`src/rtl/button_pkg.sv`:
```
// -----------------------------------------------------------------------------
// button_pkg
// Shared definitions for the push-button conditioning front end:
//   - debounce FSM state encoding
//   - default cycle constants for a 16 MHz clock
//   - counter width helper
// -----------------------------------------------------------------------------
package button_pkg;

    typedef enum logic [1:0] {
        ST_IDLE         = 2'd0,
        ST_PRESS_WAIT   = 2'd1,
        ST_PRESSED      = 2'd2,
        ST_RELEASE_WAIT = 2'd3
    } btn_state_t;

    // 10 ms and 1 s at 16 MHz
    localparam int DEBOUNCE_10MS = 160000;
    localparam int LONG_1S       = 16000000;

    // Bits needed to hold the value n-1 (at least one bit).
    function automatic int cnt_width(input int n);
        return (n > 1) ? $clog2(n) : 1;
    endfunction

endpackage

```
`src/rtl/sync_2ff.sv`:
```
// -----------------------------------------------------------------------------
// sync_2ff
// Two-flop synchroniser for a single asynchronous input bit.
//
// Parameters:
//   RST_VAL  value both flops take during reset
// Ports:
//   CLK  in  destination clock
//   RST  in  asynchronous active-high reset
//   D    in  asynchronous input
//   Q    out synchronised output (two CLK cycles of latency)
// -----------------------------------------------------------------------------
module sync_2ff #(
    parameter logic RST_VAL = 1'b0
) (
    input  logic CLK,
    input  logic RST,
    input  logic D,
    output logic Q
);

    logic meta;

    always_ff @(posedge CLK or posedge RST) begin
        if (RST) begin
            meta <= RST_VAL;
            Q    <= RST_VAL;
        end else begin
            meta <= D;
            Q    <= meta;
        end
    end

endmodule

```
`src/rtl/button_debounce.sv`:
```
// -----------------------------------------------------------------------------
// button_debounce
// Conditions a raw bouncing push-button pin into a synchronised, debounced
// pressed level plus one-cycle press / release event pulses.
//
// Optional feature macro: BUTTON_LONG_PRESS_EN
//   defined   -> BTN_LONG pulses once after LONG_CYCLES cycles held pressed
//   undefined -> BTN_LONG is constant 0 (port list unchanged)
//
// Parameters:
//   DEBOUNCE_CYCLES  stable cycles needed to accept a level change (>= 1)
//   LONG_CYCLES      pressed cycles before BTN_LONG fires (>= 1)
//   ACTIVE_LOW       1 = pin reads 0 when pressed
// Ports:
//   CLK          in  system clock (rising edge)
//   RST          in  asynchronous active-high reset
//   PIN_IN       in  raw button pin, asynchronous to CLK
//   BTN_LEVEL    out debounced pressed level (1 = pressed)
//   BTN_PRESS    out one-cycle pulse on debounced 0->1
//   BTN_RELEASE  out one-cycle pulse on debounced 1->0
//   BTN_LONG     out one-cycle pulse on long-press event
//
// FSM states:
//   state           | meaning
//   ----------------+---------------------------------------------
//   ST_IDLE         | stable released
//   ST_PRESS_WAIT   | pin pressed, counting stable cycles
//   ST_PRESSED      | stable pressed
//   ST_RELEASE_WAIT | pin released, counting stable cycles
// -----------------------------------------------------------------------------
module button_debounce
    import button_pkg::*;
#(
    parameter int DEBOUNCE_CYCLES = DEBOUNCE_10MS,
    parameter int LONG_CYCLES     = LONG_1S,
    parameter bit ACTIVE_LOW      = 1'b0
) (
    input  logic CLK,
    input  logic RST,
    input  logic PIN_IN,
    output logic BTN_LEVEL,
    output logic BTN_PRESS,
    output logic BTN_RELEASE,
    output logic BTN_LONG
);

    if (DEBOUNCE_CYCLES < 1) begin : g_bad_debounce
        $error("button_debounce: DEBOUNCE_CYCLES must be >= 1");
    end
    if (LONG_CYCLES < 1) begin : g_bad_long
        $error("button_debounce: LONG_CYCLES must be >= 1");
    end

    localparam int             CNT_W  = cnt_width(DEBOUNCE_CYCLES);
    localparam logic [CNT_W-1:0] CNT_TC = CNT_W'(DEBOUNCE_CYCLES - 1);

    logic             pin_pressed;
    logic             sync;
    btn_state_t       state;
    logic [CNT_W-1:0] cnt;
    logic [CNT_W-1:0] cnt_inc;
    logic             press_accept;
    logic             release_accept;

    assign pin_pressed = ACTIVE_LOW ? ~PIN_IN : PIN_IN;

    // Reset value 0 = released, after the optional inversion.
    sync_2ff #(
        .RST_VAL (1'b0)
    ) u_sync (
        .CLK (CLK),
        .RST (RST),
        .D   (pin_pressed),
        .Q   (sync)
    );

    assign cnt_inc = cnt + CNT_W'(1);

    // The wait state is entered with cnt = 0 on the edge that first sees the
    // new level, so the terminal compare is made on the incremented value;
    // this places the accept edge exactly DEBOUNCE_CYCLES edges after sync
    // changed. With DEBOUNCE_CYCLES = 1 the wait state is skipped entirely.
    assign press_accept = sync &&
        ((state == ST_PRESS_WAIT && cnt_inc == CNT_TC) ||
         (state == ST_IDLE && DEBOUNCE_CYCLES == 1));

    assign release_accept = !sync &&
        ((state == ST_RELEASE_WAIT && cnt_inc == CNT_TC) ||
         (state == ST_PRESSED && DEBOUNCE_CYCLES == 1));

    always_ff @(posedge CLK or posedge RST) begin
        if (RST) begin
            state       <= ST_IDLE;
            cnt         <= '0;
            BTN_LEVEL   <= 1'b0;
            BTN_PRESS   <= 1'b0;
            BTN_RELEASE <= 1'b0;
        end else begin
            BTN_PRESS   <= 1'b0;
            BTN_RELEASE <= 1'b0;
            case (state)
                ST_IDLE: begin
                    if (sync) begin
                        cnt <= '0;
                        if (press_accept) begin
                            state     <= ST_PRESSED;
                            BTN_LEVEL <= 1'b1;
                            BTN_PRESS <= 1'b1;
                        end else begin
                            state <= ST_PRESS_WAIT;
                        end
                    end
                end
                ST_PRESS_WAIT: begin
                    if (!sync) begin
                        state <= ST_IDLE;
                    end else begin
                        cnt <= cnt_inc;
                        if (press_accept) begin
                            state     <= ST_PRESSED;
                            BTN_LEVEL <= 1'b1;
                            BTN_PRESS <= 1'b1;
                        end
                    end
                end
                ST_PRESSED: begin
                    if (!sync) begin
                        cnt <= '0;
                        if (release_accept) begin
                            state       <= ST_IDLE;
                            BTN_LEVEL   <= 1'b0;
                            BTN_RELEASE <= 1'b1;
                        end else begin
                            state <= ST_RELEASE_WAIT;
                        end
                    end
                end
                ST_RELEASE_WAIT: begin
                    // A bounce back to pressed keeps the pressed state silently.
                    if (sync) begin
                        state <= ST_PRESSED;
                    end else begin
                        cnt <= cnt_inc;
                        if (release_accept) begin
                            state       <= ST_IDLE;
                            BTN_LEVEL   <= 1'b0;
                            BTN_RELEASE <= 1'b1;
                        end
                    end
                end
                default: begin
                    state <= ST_IDLE;
                end
            endcase
        end
    end

`ifdef BUTTON_LONG_PRESS_EN
    localparam int              LCNT_W   = cnt_width(LONG_CYCLES + 1);
    localparam logic [LCNT_W-1:0] LCNT_TC  = LCNT_W'(LONG_CYCLES - 1);
    localparam logic [LCNT_W-1:0] LCNT_SAT = LCNT_W'(LONG_CYCLES);

    logic [LCNT_W-1:0] lcnt;

    // lcnt parks at LCNT_SAT after firing so the event cannot repeat until a
    // fresh debounced press clears it.
    always_ff @(posedge CLK or posedge RST) begin
        if (RST) begin
            lcnt     <= '0;
            BTN_LONG <= 1'b0;
        end else begin
            BTN_LONG <= 1'b0;
            if (press_accept) begin
                lcnt <= '0;
            end else if (state == ST_PRESSED || state == ST_RELEASE_WAIT) begin
                if (lcnt == LCNT_TC) begin
                    BTN_LONG <= 1'b1;
                    lcnt     <= LCNT_SAT;
                end else if (lcnt != LCNT_SAT) begin
                    lcnt <= lcnt + LCNT_W'(1);
                end
            end
        end
    end
`else
    assign BTN_LONG = 1'b0;
`endif

endmodule

```
`config.mk`:
```
export PLATFORM = sky130hd
export DESIGN_NAME = button_debounce
export DESIGN_NICKNAME = d
export VERILOG_FILES = /design/src/rtl/button_pkg.sv /design/src/rtl/sync_2ff.sv /design/src/rtl/button_debounce.sv
export SDC_FILE = /design/constraint.sdc
export NUM_CORES = 1
export LEC_CHECK = 0
export CAP_MARGIN = 15
export CORE_UTILIZATION = 25
export DETAILED_ROUTE_END_ITERATION = 10
export SLEW_MARGIN = 15
export SYNTH_ARGS = -nofsm -noshare
export SYNTH_HDL_FRONTEND = slang
export SYNTH_SLANG_ARGS = --single-unit
```
`constraint.sdc`:
```
create_clock -name CLK -period 4 [get_ports CLK]
set_input_delay 1.2 -clock CLK [delete_from_list [all_inputs] [get_ports CLK]]
set_output_delay 1.2 -clock CLK [all_outputs]
set_load 0.05 [all_outputs]
```
==> flow_summary.html <==
<table>
<tr><th>Metric</th><th>Value</th></tr>
<tr><th colspan="2">Floorplanning</th></tr>
<tr><td>Cell Rows</td><td>29</td></tr>
<tr><td>Vert. Die Dim</td><td>82.7 um</td></tr>
<tr><td>Die ar.</td><td>6830 sq um</td></tr>
<tr><td>Starting density of the core</td><td>roughly 26%</td></tr>
<tr><td>Core box area</td><td>around 6300 sq um</td></tr>
<tr><td>Width of the chip</td><td>between 80 and 90 um</td></tr>
<tr><td>I/O pin count</td><td>7</td></tr>
<tr><th colspan="2">Clocking</th></tr>
<tr><td>Clock latency reported for the late side of the worst-skew pair</td><td>between 0.2 and 0.3 ns</td></tr>
<tr><td>TritonCTS Sinks</td><td>25</td></tr>
<tr><td>Buffers inserted during post-CTS setup optimization</td><td>0</td></tr>
<tr><td>Post-CTS Hold Buffers</td><td>0</td></tr>
<tr><td>Number of gates resized after CTS</td><td>0</td></tr>
<tr><td>CTS Root Cell</td><td>sky130_fd_sc_hd__clkbuf_8</td></tr>
<tr><td>Total CTS buffers</td><td>3</td></tr>
<tr><td>Maximum root-to-sink buffer count</td><td>2</td></tr>
<tr><td>TritonCTS clock tree</td><td>built</td></tr>
<tr><td>Clock-pin transition on the worst setup and hold timing paths</td><td>~0.09 ns</td></tr>
<tr><td>CTS H-tree depth</td><td>1</td></tr>
<tr><th colspan="2">STA</th></tr>
<tr><td>Ratio of final minimum period to clock period</td><td>between 60 and 70%</td></tr>
<tr><td>Final hold slack</td><td>roughly 0.36 ns</td></tr>
<tr><td>Fmax achieved</td><td>roughly 380 MHz</td></tr>
<tr><td>Remaining max-slew budget at the tightest pin</td><td>38.0%</td></tr>
<tr><td>Unrepaired setup endpoints after global routing</td><td>no</td></tr>
<tr><td>Transition time of the tightest slew-check pin</td><td>0.929 ns</td></tr>
<tr><td>Pins Over Slew Limit</td><td>0</td></tr>
<tr><td>Hold Vio Cnt, Final</td><td>0</td></tr>
<tr><td>Final Setup Violations</td><td>0</td></tr>
<tr><td>Min Tclk post-route</td><td>roughly 2.6 ns</td></tr>
<tr><td>Worst clock skew</td><td>approximately 0.0012 ns</td></tr>
<tr><td>Final total negative setup slack</td><td>0 ns</td></tr>
<tr><th colspan="2">Worst setup path</th></tr>
<tr><td>Startpoint-to-endpoint class of the critical path</td><td>reg2out</td></tr>
<tr><td>Critical Path RT</td><td>2.80 ns</td></tr>
<tr><td>Delay of the slowest cell on the worst path</td><td>0.80 ns</td></tr>
<tr><td>Arrival time of the worst setup path</td><td>~1.4 ns</td></tr>
<tr><td>Critical Path Source Type</td><td>flop</td></tr>
<tr><td>Top delay family on crit path</td><td>buffers and inverters</td></tr>
<tr><td>Endpoint type of the worst setup path</td><td>output port</td></tr>
<tr><td>Series of cell instances along the critical path</td><td>clkdlybuf4s50_1</td></tr>
<tr><td>Critical-path cell with the highest stage delay</td><td>sky130_fd_sc_hd__clkdlybuf4s50_1</td></tr>
<tr><td>Crit path buffers/inverters</td><td>1</td></tr>
<tr><td>Maximum fanout along the worst path</td><td>3</td></tr>
<tr><th colspan="2">Detailed routing</th></tr>
<tr><td>Post-route antenna net violation count</td><td>0</td></tr>
<tr><td>Drc violations</td><td>0</td></tr>
<tr><td>Sum of routed wire length over all layers</td><td>around 3.1 mm</td></tr>
<tr><td>Total number of vias</td><td>around 1300</td></tr>
<tr><td>First-pass iteration count of the detailed router</td><td>4</td></tr>
<tr><td>DRT iter0 DRCs</td><td>35</td></tr>
<tr><td>Routed wire per std cell</td><td>approximately 12 um</td></tr>
<tr><td>Vias per inst</td><td>~5.0</td></tr>
<tr><th colspan="2">Cells and area</th></tr>
<tr><td>Proportion of layout cells with a drive suffix above 1</td><td>10.7%</td></tr>
<tr><td>Filler cells</td><td>about 690</td></tr>
<tr><td>Net count reported at finish</td><td>around 180</td></tr>
<tr><td>Count of antenna diodes in the layout</td><td>0</td></tr>
<tr><td>Synthesis-to-layout area growth</td><td>7.23%</td></tr>
<tr><th colspan="2">Place</th></tr>
<tr><td>Global placement routability congestion</td><td>between 0.7 and 0.8</td></tr>
<tr><td>Post-DP HPWL</td><td>around 2.2 mm</td></tr>
<tr><td>Number of buffers added on ports</td><td>5</td></tr>
<tr><th colspan="2">Pwr</th></tr>
<tr><td>Peak VDD IR</td><td>168 uV</td></tr>
<tr><td>Leakage Power</td><td>around 0.0007 uW</td></tr>
<tr><td>Switching fraction of total power</td><td>27.2%</td></tr>
<tr><td>Relative contribution of sequential cells to total power</td><td>approximately 59%</td></tr>
<tr><td>Net switching power</td><td>about 130 uW</td></tr>
<tr><td>Pwr dens</td><td>276 nW/um^2</td></tr>
<tr><td>Int Pwr</td><td>between 300 and 400 uW</td></tr>
<tr><td>Combinational share of power</td><td>a little under a tenth</td></tr>
<tr><td>Portion of total power attributed to the clock network</td><td>32.1%</td></tr>
<tr><th colspan="2">Logic synthesis</th></tr>
<tr><td>Synthesized netlist net count</td><td>187</td></tr>
<tr><td>Post-synth top area cell</td><td>sky130_fd_sc_hd__dfrtp_1</td></tr>
<tr><td>Count of distinct cell types in the synthesized netlist</td><td>44</td></tr>
<tr><td>Leading register cell type out of synthesis</td><td>sky130_fd_sc_hd__dfrtp_1</td></tr>
<tr><td>Post-synth EDFFs</td><td>0</td></tr>
<tr><td>Cell types with the highest counts after synthesis</td><td>25 x sky130_fd_sc_hd__dfrtp_1, 23 x sky130_fd_sc_hd__nand2_1, 16 x sky130_fd_sc_hd__o21ai_0</td></tr>
<tr><td>Syn. warnings</td><td>0</td></tr>
<tr><td>Fraction of post-synthesis cell area in the top cell type by area</td><td>about two fifths</td></tr>
<tr><td>Mapped Avg Cell Area</td><td>8.94 sq um</td></tr>
<tr><td>Cells taking the most area after synthesis</td><td>sky130_fd_sc_hd__dfrtp_1 38%, sky130_fd_sc_hd__nand2_1 5.3%, sky130_fd_sc_hd__o21ai_0 4.9%, sky130_fd_sc_hd__mux2i_1 4.3%, sky130_fd_sc_hd__nor2_1 3.2%</td></tr>
<tr><td>Synth Cell Area</td><td>around 1600 sq um</td></tr>
<tr><td>FF+latch count, synth</td><td>25</td></tr>
<tr><td>Instance count of the mapped netlist</td><td>roughly 180</td></tr>
<tr><td>Share of the yosys chip area belonging to registers</td><td>about two fifths</td></tr>
<tr><td>Top-count cell post-synth</td><td>sky130_fd_sc_hd__dfrtp_1</td></tr>
<tr><td>Fraction of registers with async set/reset</td><td>100%</td></tr>
<tr><th colspan="2">GRT</th></tr>
<tr><td>Wire length of the first global-routing pass</td><td>~5.3 mm</td></tr>
<tr><td>Total track usage</td><td>~10%</td></tr>
<tr><td>Initial antenna violation count</td><td>0</td></tr>
<tr><td>Pin count of the biggest net entering global routing</td><td>31</td></tr>
<tr><td>Via count of the first global-routing pass</td><td>1091</td></tr>
<tr><td>Global-route congestion overflow total</td><td>0</td></tr>
<tr><th colspan="2">Flow run</th></tr>
<tr><td>Max-cap viol count</td><td>0</td></tr>
<tr><th colspan="2">Run status</th></tr>
<tr><td>Outcome</td><td>complete, no violations</td></tr>
<tr><th colspan="2">Worst hold path</th></tr>
<tr><td>Path category of the worst min-delay check</td><td>reg2reg</td></tr>
</table>
[flip-flops by register name (all words and copies together), names as in the netlist, named ones only]
name / count
cnt: 18
BTN_PRESS: 1
u_sync.Q: 1
state: 1
BTN_RELEASE: 1
BTN_LEVEL: 1
u_sync.meta: 1
[layer usage]
metal  vias up  track usage [%]  wire length (um)
met3         5             1.10                62
li1        640                -                 -
met1       611             14.2              1620
met4         0             3.62                42
met2        16             15.4              1370
met5         -                0                 0
[power groups by stage]
stage	sequential [uW]	clock, uW	combinational [uW]
after floorplan	273	0	54.3
after global placement	287	0	44.3
after detailed placement	287	0	44.5
after CTS	282	161	44.8
after global routing	285	168	51.1
final	283	155	43.9
[final timing paths]
path	depth (start not counted)	endpoint	start	slack [ns]
worst max-delay path	1	BTN_LEVEL	BTN_LEVEL$_DFFE_PP0P_	1.36
worst min-delay path	0	u_sync.Q$_DFF_PP0_	u_sync.meta$_DFF_PP0_	0.36
worst max register to register	7	flop	cnt[1]$_DFFE_PP0P_	1.53
worst min register to register	0	u_sync.Q$_DFF_PP0_	u_sync.meta$_DFF_PP0_	0.36
max in group asynchronous	2	cnt[4]$_DFFE_PP0P_	RST	2.00
min in group asynchronous	2	BTN_RELEASE$_DFF_PP0_	RST	1.44
[final cells by class]
| type | count | area [sq um] | area share, % |
|---|---|---|---|
| Clock buffer | 3 | 41.3 | 2.37 |
| Clock inverter | 1 | 7.51 | 0.430 |
| Inverter | 7 | 26.3 | 1.51 |
| Multi-Input combinational cell | 136 | 890 | 51.0 |
| Sequential cell | 25 | 626 | 35.9 |
| Tap cell | 77 | 96.3 | 5.52 |
| Timing Repair Buffer | 6 | 57.6 | 3.30 |
[cells by family after synthesis]
| group | after synthesis | share of synthesized area, % |
|---|---|---|
| simple gates | 77 | 25.7 |
| other cells | 1 | 0.231 |
| fa+ha+maj | 2 | 1.54 |
| mux | 11 | 7.31 |
| xor+xnor | 6 | 3.69 |
| flops | 25 | 38.5 |
| compound gates | 39 | 15.8 |
| buf+inv | 21 | 7.31 |
[cells in the final DEF, fill, tap and decap left out, types with 3 or more instances in the layout]
cell type                         synthesis  layout
sky130_fd_sc_hd__nor2_1                  14      14
sky130_fd_sc_hd__nand3_1                  6       6
sky130_fd_sc_hd__nand2_1                 23      23
sky130_fd_sc_hd__dfrtp_1                 25      25
sky130_fd_sc_hd__o21ai_0                 16      16
sky130_fd_sc_hd__inv_1                    7       7
sky130_fd_sc_hd__mux2i_1                  7       7
sky130_fd_sc_hd__a21oi_1                  6       6
sky130_fd_sc_hd__a22o_1                   5       5
sky130_fd_sc_hd__clkdlybuf4s50_1          0       5
sky130_fd_sc_hd__clkbuf_8                 0       3
sky130_fd_sc_hd__nor3b_1                  3       3
sky130_fd_sc_hd__nor3_1                   7       7
sky130_fd_sc_hd__nor4_1                   3       3
sky130_fd_sc_hd__mux2_2                   3       3
sky130_fd_sc_hd__nand4_1                  4       4
sky130_fd_sc_hd__xor2_1                   3       3
[per-stage QoR]
step / utilization (%) / instances / worst slack (ns) / area [sq um] / power (uW)
after floorplan: - / 182 / 1.88 / 1630 / 327
after global placement: 26.9 / 251 / 1.59 / 1700 / 332
after detailed placement: 26.9 / 251 / 1.59 / 1700 / 332
after CTS: 27.6 / 255 / 1.35 / 1740 / 487
after global routing: 27.6 / 255 / 1.29 / 1740 / 504
final: 27.6 / 255 / 1.36 / 1740 / 481
Note: power is estimated with default switching activity, not from simulation.
